**src/rtl/csr_pkg.sv**
```systemverilog
// Machine-mode CSR addresses, mstatus layout and write-legalisation helpers.
package csr_pkg;

   localparam logic [11:0] CSR_MSTATUS  = 12'h300;
   localparam logic [11:0] CSR_MIE      = 12'h304;
   localparam logic [11:0] CSR_MTVEC    = 12'h305;
   localparam logic [11:0] CSR_MSCRATCH = 12'h340;
   localparam logic [11:0] CSR_MEPC     = 12'h341;
   localparam logic [11:0] CSR_MCAUSE   = 12'h342;
   localparam logic [11:0] CSR_MTVAL    = 12'h343;
   localparam logic [11:0] CSR_MIP      = 12'h344;
   localparam logic [11:0] CSR_MCYCLE   = 12'hB00;
   localparam logic [11:0] CSR_MINSTRET = 12'hB02;

   localparam int unsigned MSTATUS_MIE_BIT  = 3;
   localparam int unsigned MSTATUS_MPIE_BIT = 7;
   localparam int unsigned MSTATUS_MPP_LO   = 11;
   localparam int unsigned MSTATUS_MPP_HI   = 12;

   localparam logic [1:0] PRIV_M   = 2'b11;
   localparam logic [1:0] PRIV_U   = 2'b00;
   localparam logic [1:0] MPP_RSVD = 2'b10;

   typedef struct packed {
      logic [50:0] rsvd_63_13;
      logic [1:0]  mpp;
      logic [2:0]  rsvd_10_8;
      logic        mpie;
      logic [2:0]  rsvd_6_4;
      logic        mie;
      logic [2:0]  rsvd_2_0;
   } mstatus_t;

   function automatic logic [1:0] legal_mpp(input logic [1:0] mpp);
      if (mpp == MPP_RSVD) begin
         return PRIV_U;
      end else begin
         return mpp;
      end
   endfunction

   // Modes 2 and 3 are reserved; they collapse to direct mode.
   function automatic logic [63:0] legal_mtvec(input logic [63:0] value);
      if (value[1]) begin
         return {value[63:2], 2'b00};
      end else begin
         return value;
      end
   endfunction

   function automatic logic [63:0] legal_mepc(input logic [63:0] value);
      return {value[63:2], 2'b00};
   endfunction

   function automatic mstatus_t pack_mstatus(input logic       mie,
                                             input logic       mpie,
                                             input logic [1:0] mpp);
      mstatus_t s;
      s      = mstatus_t'(64'h0);
      s.mie  = mie;
      s.mpie = mpie;
      s.mpp  = mpp;
      return s;
   endfunction

endpackage

```
**src/rtl/pipes_pkg.sv**
```systemverilog
// Shared pipeline types exchanged between the commit stage and the CSR file.
package pipes;

   typedef struct packed {
      logic [63:0] mstatus;
      logic [63:0] mtvec;
      logic [63:0] mepc;
      logic [63:0] mcause;
   } excep_data_t;

endpackage

```
**src/rtl/csr_file.sv**
```systemverilog
// Machine-mode CSR file: trap entry/return, privilege tracking, counters and
// the redirect request that steers fetch to the trap vector or mepc.
module csr_file
   import pipes::*;
   import csr_pkg::*;
#(
   parameter logic [63:0] RESET_MTVEC = 64'h0
) (
   input  logic        clk,
   input  logic        reset,
   input  logic [11:0] csr_raddr,
   output logic [63:0] csr_data,
   output excep_data_t excep_rdata,
   input  logic        csr_wvalid,
   input  logic [11:0] csr_waddr,
   input  logic [63:0] csr_wdata,
   input  logic        trap_valid,
   input  logic [63:0] trap_cause,
   input  logic [63:0] trap_pc,
   input  logic [63:0] trap_tval,
   input  logic        mret_valid,
   input  logic        instr_retire,
   output logic        redirect_valid,
   output logic [63:0] redirect_pc,
   output logic [1:0]  priv_mode
);

   logic        r_mstatus_mie;
   logic        r_mstatus_mpie;
   logic [1:0]  r_mstatus_mpp;
   logic [1:0]  r_priv;
   logic [63:0] r_mie;
   logic [63:0] r_mtvec;
   logic [63:0] r_mscratch;
   logic [63:0] r_mepc;
   logic [63:0] r_mcause;
   logic [63:0] r_mtval;
   logic [63:0] r_mcycle;
   logic [63:0] r_minstret;

   mstatus_t    w_mstatus;
   logic        w_csr_we;
   logic        w_we_mstatus;
   logic        w_we_mie;
   logic        w_we_mtvec;
   logic        w_we_mscratch;
   logic        w_we_mepc;
   logic        w_we_mcause;
   logic        w_we_mtval;
   logic        w_we_mcycle;
   logic        w_we_minstret;
   logic [63:0] w_vec_base;
   logic [63:0] w_vec_off;
   logic        w_vectored;

   // A trap or mret in the same cycle swallows any CSR write.
   assign w_csr_we      = csr_wvalid & ~trap_valid & ~mret_valid;
   assign w_we_mstatus  = w_csr_we & (csr_waddr == CSR_MSTATUS);
   assign w_we_mie      = w_csr_we & (csr_waddr == CSR_MIE);
   assign w_we_mtvec    = w_csr_we & (csr_waddr == CSR_MTVEC);
   assign w_we_mscratch = w_csr_we & (csr_waddr == CSR_MSCRATCH);
   assign w_we_mepc     = w_csr_we & (csr_waddr == CSR_MEPC);
   assign w_we_mcause   = w_csr_we & (csr_waddr == CSR_MCAUSE);
   assign w_we_mtval    = w_csr_we & (csr_waddr == CSR_MTVAL);
   assign w_we_mcycle   = w_csr_we & (csr_waddr == CSR_MCYCLE);
   assign w_we_minstret = w_csr_we & (csr_waddr == CSR_MINSTRET);

   assign w_mstatus  = pack_mstatus(r_mstatus_mie, r_mstatus_mpie, r_mstatus_mpp);
   assign w_vec_base = {r_mtvec[63:2], 2'b00};
   assign w_vec_off  = {1'b0, trap_cause[62:0]} << 2'd2;
   assign w_vectored = (r_mtvec[1:0] == 2'b01) & trap_cause[63];
   assign priv_mode  = r_priv;

   // mstatus fields and current privilege: trap entry, mret, then SW writes.
   always_ff @(posedge clk) begin
      if (reset) begin
         r_mstatus_mie  <= 1'b0;
         r_mstatus_mpie <= 1'b0;
         r_mstatus_mpp  <= PRIV_U;
         r_priv         <= PRIV_M;
      end else if (trap_valid) begin
         r_mstatus_mie  <= 1'b0;
         r_mstatus_mpie <= r_mstatus_mie;
         r_mstatus_mpp  <= r_priv;
         r_priv         <= PRIV_M;
      end else if (mret_valid) begin
         r_mstatus_mie  <= r_mstatus_mpie;
         r_mstatus_mpie <= 1'b1;
         r_mstatus_mpp  <= PRIV_U;
         r_priv         <= r_mstatus_mpp;
      end else if (w_we_mstatus) begin
         r_mstatus_mie  <= csr_wdata[MSTATUS_MIE_BIT];
         r_mstatus_mpie <= csr_wdata[MSTATUS_MPIE_BIT];
         r_mstatus_mpp  <= legal_mpp(csr_wdata[MSTATUS_MPP_HI:MSTATUS_MPP_LO]);
      end else begin
         r_priv <= r_priv;
      end
   end

   // Trap record registers, loaded on trap entry or by software.
   always_ff @(posedge clk) begin
      if (reset) begin
         r_mepc   <= 64'h0;
         r_mcause <= 64'h0;
         r_mtval  <= 64'h0;
      end else if (trap_valid) begin
         r_mepc   <= trap_pc;
         r_mcause <= trap_cause;
         r_mtval  <= trap_tval;
      end else begin
         if (w_we_mepc) begin
            r_mepc <= legal_mepc(csr_wdata);
         end
         if (w_we_mcause) begin
            r_mcause <= csr_wdata;
         end
         if (w_we_mtval) begin
            r_mtval <= csr_wdata;
         end
      end
   end

   // Software-only registers: mie, mtvec, mscratch.
   always_ff @(posedge clk) begin
      if (reset) begin
         r_mie      <= 64'h0;
         r_mtvec    <= RESET_MTVEC;
         r_mscratch <= 64'h0;
      end else begin
         if (w_we_mie) begin
            r_mie <= csr_wdata;
         end
         if (w_we_mtvec) begin
            r_mtvec <= legal_mtvec(csr_wdata);
         end
         if (w_we_mscratch) begin
            r_mscratch <= csr_wdata;
         end
      end
   end

   // Free-running counters; a software write wins over the increment.
   always_ff @(posedge clk) begin
      if (reset) begin
         r_mcycle   <= 64'h0;
         r_minstret <= 64'h0;
      end else begin
         if (w_we_mcycle) begin
            r_mcycle <= csr_wdata;
         end else begin
            r_mcycle <= r_mcycle + 64'd1;
         end
         if (w_we_minstret) begin
            r_minstret <= csr_wdata;
         end else if (instr_retire) begin
            r_minstret <= r_minstret + 64'd1;
         end else begin
            r_minstret <= r_minstret;
         end
      end
   end

   // Decode-stage read port; registered state only, no write bypass.
   always_comb begin
      csr_data = 64'h0;
      case (csr_raddr)
         CSR_MSTATUS:  csr_data = w_mstatus;
         CSR_MIE:      csr_data = r_mie;
         CSR_MTVEC:    csr_data = r_mtvec;
         CSR_MSCRATCH: csr_data = r_mscratch;
         CSR_MEPC:     csr_data = r_mepc;
         CSR_MCAUSE:   csr_data = r_mcause;
         CSR_MTVAL:    csr_data = r_mtval;
         CSR_MIP:      csr_data = 64'h0;
         CSR_MCYCLE:   csr_data = r_mcycle;
         CSR_MINSTRET: csr_data = r_minstret;
         default:      csr_data = 64'h0;
      endcase
   end

   // Redirect target: trap vector (optionally vectored) or mepc on mret.
   always_comb begin
      redirect_valid = 1'b0;
      redirect_pc    = 64'h0;
      if (reset) begin
         redirect_valid = 1'b0;
         redirect_pc    = 64'h0;
      end else if (trap_valid) begin
         redirect_valid = 1'b1;
         redirect_pc    = w_vectored ? (w_vec_base + w_vec_off) : w_vec_base;
      end else if (mret_valid) begin
         redirect_valid = 1'b1;
         redirect_pc    = r_mepc;
      end else begin
         redirect_valid = 1'b0;
         redirect_pc    = 64'h0;
      end
   end

   // Exception-unit view of the trap state.
   always_comb begin
      excep_rdata.mstatus = w_mstatus;
      excep_rdata.mtvec   = r_mtvec;
      excep_rdata.mepc    = r_mepc;
      excep_rdata.mcause  = 64'h0;
   end

endmodule
```
**config.mk**
```make
export PLATFORM = sky130hd
export DESIGN_NAME = csr_file
export DESIGN_NICKNAME = d
export VERILOG_FILES = /design/src/rtl/csr_pkg.sv /design/src/rtl/pipes_pkg.sv /design/src/rtl/csr_file.sv
export SDC_FILE = /design/constraint.sdc
export NUM_CORES = 2
export LEC_CHECK = 0
export CAP_MARGIN = 40
export CORE_AREA = 2 2 265 267
export DETAILED_ROUTE_END_ITERATION = 10
export DIE_AREA = 0 0 267 269
export MAX_ROUTING_LAYER = met4
export PLACE_DENSITY = 0.69
export SYNTH_ARGS = -nofsm -noshare
export SYNTH_HDL_FRONTEND = slang
export SYNTH_SLANG_ARGS = --single-unit
```
**constraint.sdc**
```tcl
create_clock -name clk -period 3.7 [get_ports clk]
set_input_delay 0.37 -clock clk [delete_from_list [all_inputs] [get_ports clk]]
set_output_delay 0.37 -clock clk [all_outputs]
set_load 0.05 [all_outputs]
```
==> results.rst <==
.. list-table::
   :header-rows: 1

   * - Metric
     - Value
   * - Share of synthesized registers carrying an async set or reset
     - 0%
   * - Number of enable flip-flop cells after synthesis
     - 0
   * - Cells taking the most area after synthesis
     - sky130_fd_sc_hd__dfxtp_1, sky130_fd_sc_hd__mux2i_1, sky130_fd_sc_hd__a21oi_1, sky130_fd_sc_hd__nand2_1, sky130_fd_sc_hd__nor2_1
   * - Worst reg2reg path endpoint
     - r_mcycle[62]
   * - # port buffers
     - 547
   * - Largest fanout on the critical path
     - 4
   * - Routed length per instance
     - 22.1 um
   * - Area of the core
     - 69300 um^2
   * - # H-tree levels
     - 2
   * - Top-area cell type share of the netlist area
     - 32.7%
   * - Layout Cell Area excl Fill
     - 44300 um^2
   * - Gpl congestion
     - 0.946
   * - CTS Sinks
     - 517
   * - Hold Vio Cnt, Final
     - 0
   * - Overall global routing resource usage
     - 35.0%
   * - Share of the clock period used by the worst path
     - 116%
   * - Vias in the first global route
     - 31478
   * - First-pass GRT wire length
     - 190 mm
   * - Share of layout cells above drive strength 1
     - 18.4%
   * - Placed cell count
     - 5681
   * - Unrepaired setup endpoints after global routing
     - yes
   * - Initial Util
     - 45.7%
   * - Crit path launch
     - r_mtvec[37]
   * - Count of vias placed by the detailed router
     - 33950
   * - Multi-input combinational cell area
     - 20900 um^2
   * - Number of nets in the layout
     - 5174
   * - Post-Synthesis Mean Instance Area
     - 7.51 um^2
   * - Remaining global-route overflow
     - 0
   * - Final total negative setup slack
     - -18030 ps
   * - Crit Path Category
     - reg2out
   * - Half-perimeter wire length of the detailed placement result
     - 90.2 mm
   * - Routed Wire Length
     - 128 mm
   * - Post-synthesis cell count
     - 4210
   * - IR drop worst, VDD
     - 0.323 mV
   * - Type of the most critical hold path
     - in2reg
   * - Normalized max-slew margin
     - 30.2%
   * - Number of nets with antenna violations after detailed routing
     - 0
   * - Storage cell area
     - 10400 um^2
   * - Clock tree from TritonCTS
     - built
   * - Number of slew-limit violations in the final report
     - 0
   * - Yosys cell types
     - 85
   * - DRT iter0 DRCs
     - 3878
   * - Leakage power figure
     - 17.5 nW
   * - Cell count of the worst reg-to-reg path
     - 9
   * - Violated checks
     - setup timing
   * - Reg-to-reg critical path startpoint
     - r_mcycle[0]
   * - Slack of the worst reg-to-reg path
     - 310 ps
   * - Clk root buf
     - sky130_fd_sc_hd__clkbuf_16
   * - Total power density per cell area
     - 309 nW/um^2
   * - Die Height
     - 269 um
   * - Clock skew
     - 25.7 ps
   * - Final setup viols
     - 46
   * - Count of warnings emitted by yosys
     - 0
   * - Non-Filler Instances
     - 5815
   * - Slew at the pin closest to its max-slew limit
     - 1050 ps
   * - Post-synth design cell area
     - 31600 um^2
   * - Area grow syn2layout
     - 40.1%
   * - First-pass iteration count of the detailed router
     - 8
   * - Clock-pin transition on the worst setup and hold timing paths
     - 60 ps
   * - Maximum root-to-sink buffer count
     - 3
   * - Top achievable clock speed
     - 0.233 GHz
   * - Placed inst area
     - 40800 um^2
   * - Number of register bits inferred by synthesis
     - 517
   * - Largest area contributor in the synthesized netlist
     - sky130_fd_sc_hd__dfxtp_1
   * - Most common flop cell mapped by yosys
     - sky130_fd_sc_hd__dfxtp_1
   * - Post-detailed-route DRC marker count
     - 0
   * - Number of placement rows
     - 97
   * - Number of antenna violations at the first check in global routing
     - 12
   * - Status
     - finished with violations
   * - Type of element capturing the critical path
     - output pin
   * - Required time worst endpoint
     - 3330 ps
   * - Count of max-cap constraint violations
     - 0
   * - Die boundary width
     - 267 um
   * - Post-layout total power
     - 13.7 mW
   * - Worst path setup slack after routing
     - -599 ps
   * - Worst Setup Start Kind
     - flop
   * - Ports placed on the boundary
     - 673
   * - Number of buffers created by CTS
     - 59
   * - Insertion delay of the later-clocked pin in the worst-skew pair
     - 630 ps
   * - Minimum clock period
     - 4300 ps
   * - Critical path destination
     - redirect_pc[63]
   * - Sequential-to-total area share from yosys stat
     - 32.7%
   * - Largest net degree at the start of global routing
     - 207
   * - # fillers
     - 5989
   * - Most numerous cell types in the synthesized netlist
     - sky130_fd_sc_hd__nand2_1, sky130_fd_sc_hd__nor2_1, sky130_fd_sc_hd__dfxtp_1, sky130_fd_sc_hd__a21oi_1, sky130_fd_sc_hd__clkbuf_1
   * - Die ar.
     - 71800 um^2
   * - Critical Path AT
     - 3930 ps
   * - Number of vias per cell
     - 5.84
   * - Most numerous cell in the Yosys netlist
     - sky130_fd_sc_hd__nand2_1
   * - Minimum hold slack
     - 76.8 ps
## layout make-up
class                           count  share of cell area [%]
Multi-Input combinational cell   3284                    47.1
Timing Repair Buffer              933                    22.4
Inverter                           29                   0.251
Tap cell                          940                    2.65
Antenna cell                       12                  0.0677
Clock buffer                       83                    3.76
Clock inverter                     17                   0.333
Sequential cell                   517                    23.4
## critical path, stage by stage, from the launching register on
cell,delay [ps]
sky130_fd_sc_hd__dfxtp_2,320
sky130_fd_sc_hd__ha_1,340
sky130_fd_sc_hd__nand2_1,110
sky130_fd_sc_hd__nor2_1,120
sky130_fd_sc_hd__a211o_1,170
sky130_fd_sc_hd__nor3_2,70
sky130_fd_sc_hd__or4_4,460
sky130_fd_sc_hd__or3_4,360
sky130_fd_sc_hd__o41a_1,370
sky130_fd_sc_hd__nor2_1,110
sky130_fd_sc_hd__buf_4,160
sky130_fd_sc_hd__mux2i_4,250
sky130_fd_sc_hd__xnor2_2,110
sky130_fd_sc_hd__a21oi_4,190
sky130_fd_sc_hd__buf_12,150
## per-stage QoR
stage	utilization [%]	setup WS [ps]
floorplan	-	-262
global placement	58.9	-862
global route	64.0	-699
detailed placement	58.9	-862
finish	64.0	-599
CTS	63.2	-595
## cell families after synthesis
logic type,synth area share (%)
muxes,10.6
buffers and inverters,7.90
AOI/OAI and AO/OA,21.4
and+or+nand+nor,20.5
adders and majority gates,2.55
other,0.0119
xor gates and xnor gates,4.29
DFF,32.7
## flip-flops by register name (all words and copies together) (netlist names)
register,flops
r_mstatus_mpp,2
r_mcause,64
r_mstatus_mpie,1
r_mtval,64
priv_mode,2
r_minstret,64
r_mstatus_mie,1
r_mepc,64
r_mscratch,64
r_mie,64
r_mcycle,64
r_mtvec,63
## worst min path at each step
| stage | from | end | slack (ps) | cells past startpoint |
|---|---|---|---|---|
| after floorplan | r_mscratch[7] | r_mscratch[7] | 430 | 2 |
| after CTS | trap_valid | r_mepc[63] | 50 | 3 |
| final | trap_valid | r_mepc[63] | 80 | 3 |
| after global routing | trap_valid | r_mepc[63] | 90 | 3 |
| after detailed placement | r_mie[42] | r_mie[42] | 450 | 2 |
| after global placement | r_mie[2] | r_mie[2] | 440 | 2 |
## layout by cell type, fill, tap and decap left out, types with 28 or more instances in the layout
cell,netlist,final
sky130_fd_sc_hd__o21ai_0,135,107
sky130_fd_sc_hd__xnor2_1,55,43
sky130_fd_sc_hd__dfxtp_1,517,499
sky130_fd_sc_hd__buf_4,128,332
sky130_fd_sc_hd__nor2_1,618,601
sky130_fd_sc_hd__nand4_1,35,35
sky130_fd_sc_hd__nand3_1,67,64
sky130_fd_sc_hd__a22o_1,31,31
sky130_fd_sc_hd__clkdlybuf4s50_1,0,415
sky130_fd_sc_hd__a21oi_2,1,43
sky130_fd_sc_hd__ha_1,63,44
sky130_fd_sc_hd__buf_6,0,50
sky130_fd_sc_hd__mux2i_1,303,301
sky130_fd_sc_hd__and3_1,44,38
sky130_fd_sc_hd__a21o_1,36,36
sky130_fd_sc_hd__o22ai_1,39,36
sky130_fd_sc_hd__nand2_1,624,608
sky130_fd_sc_hd__buf_12,0,129
sky130_fd_sc_hd__xor2_1,100,92
sky130_fd_sc_hd__clkbuf_16,0,62
sky130_fd_sc_hd__a21oi_1,504,450
sky130_fd_sc_hd__a221oi_1,35,34
sky130_fd_sc_hd__conb_1,1,125
sky130_fd_sc_hd__mux2_2,28,28
sky130_fd_sc_hd__a211oi_1,114,110
sky130_fd_sc_hd__a222oi_1,51,51
## layer usage
layer,track usage [%],share of wire (%)
met1,44.3,41
met2,56.5,47
met3,4.47,7.4
met4,14.7,4.3
met5,-,0
## timing repair
action / CTS / global route
buffers inserted: 19 / 16
hold buffers: 0 / 0
endpoints found under the setup margin: 51 / 53
pin swaps: 132 / 83
resized for setup: 223 / 89
## power by group
group / switching, mW / internal (mW) / leakage (nW) / total, mW
Combinational: 1.36 / 0.801 / 12.4 / 2.16
Sequential: 0.116 / 5.69 / 4.21 / 5.81
Clock: 2.48 / 3.24 / 0.896 / 5.72
Total: 3.96 / 9.73 / 17.5 / 13.7
Note: power is estimated with default switching activity, not from simulation.
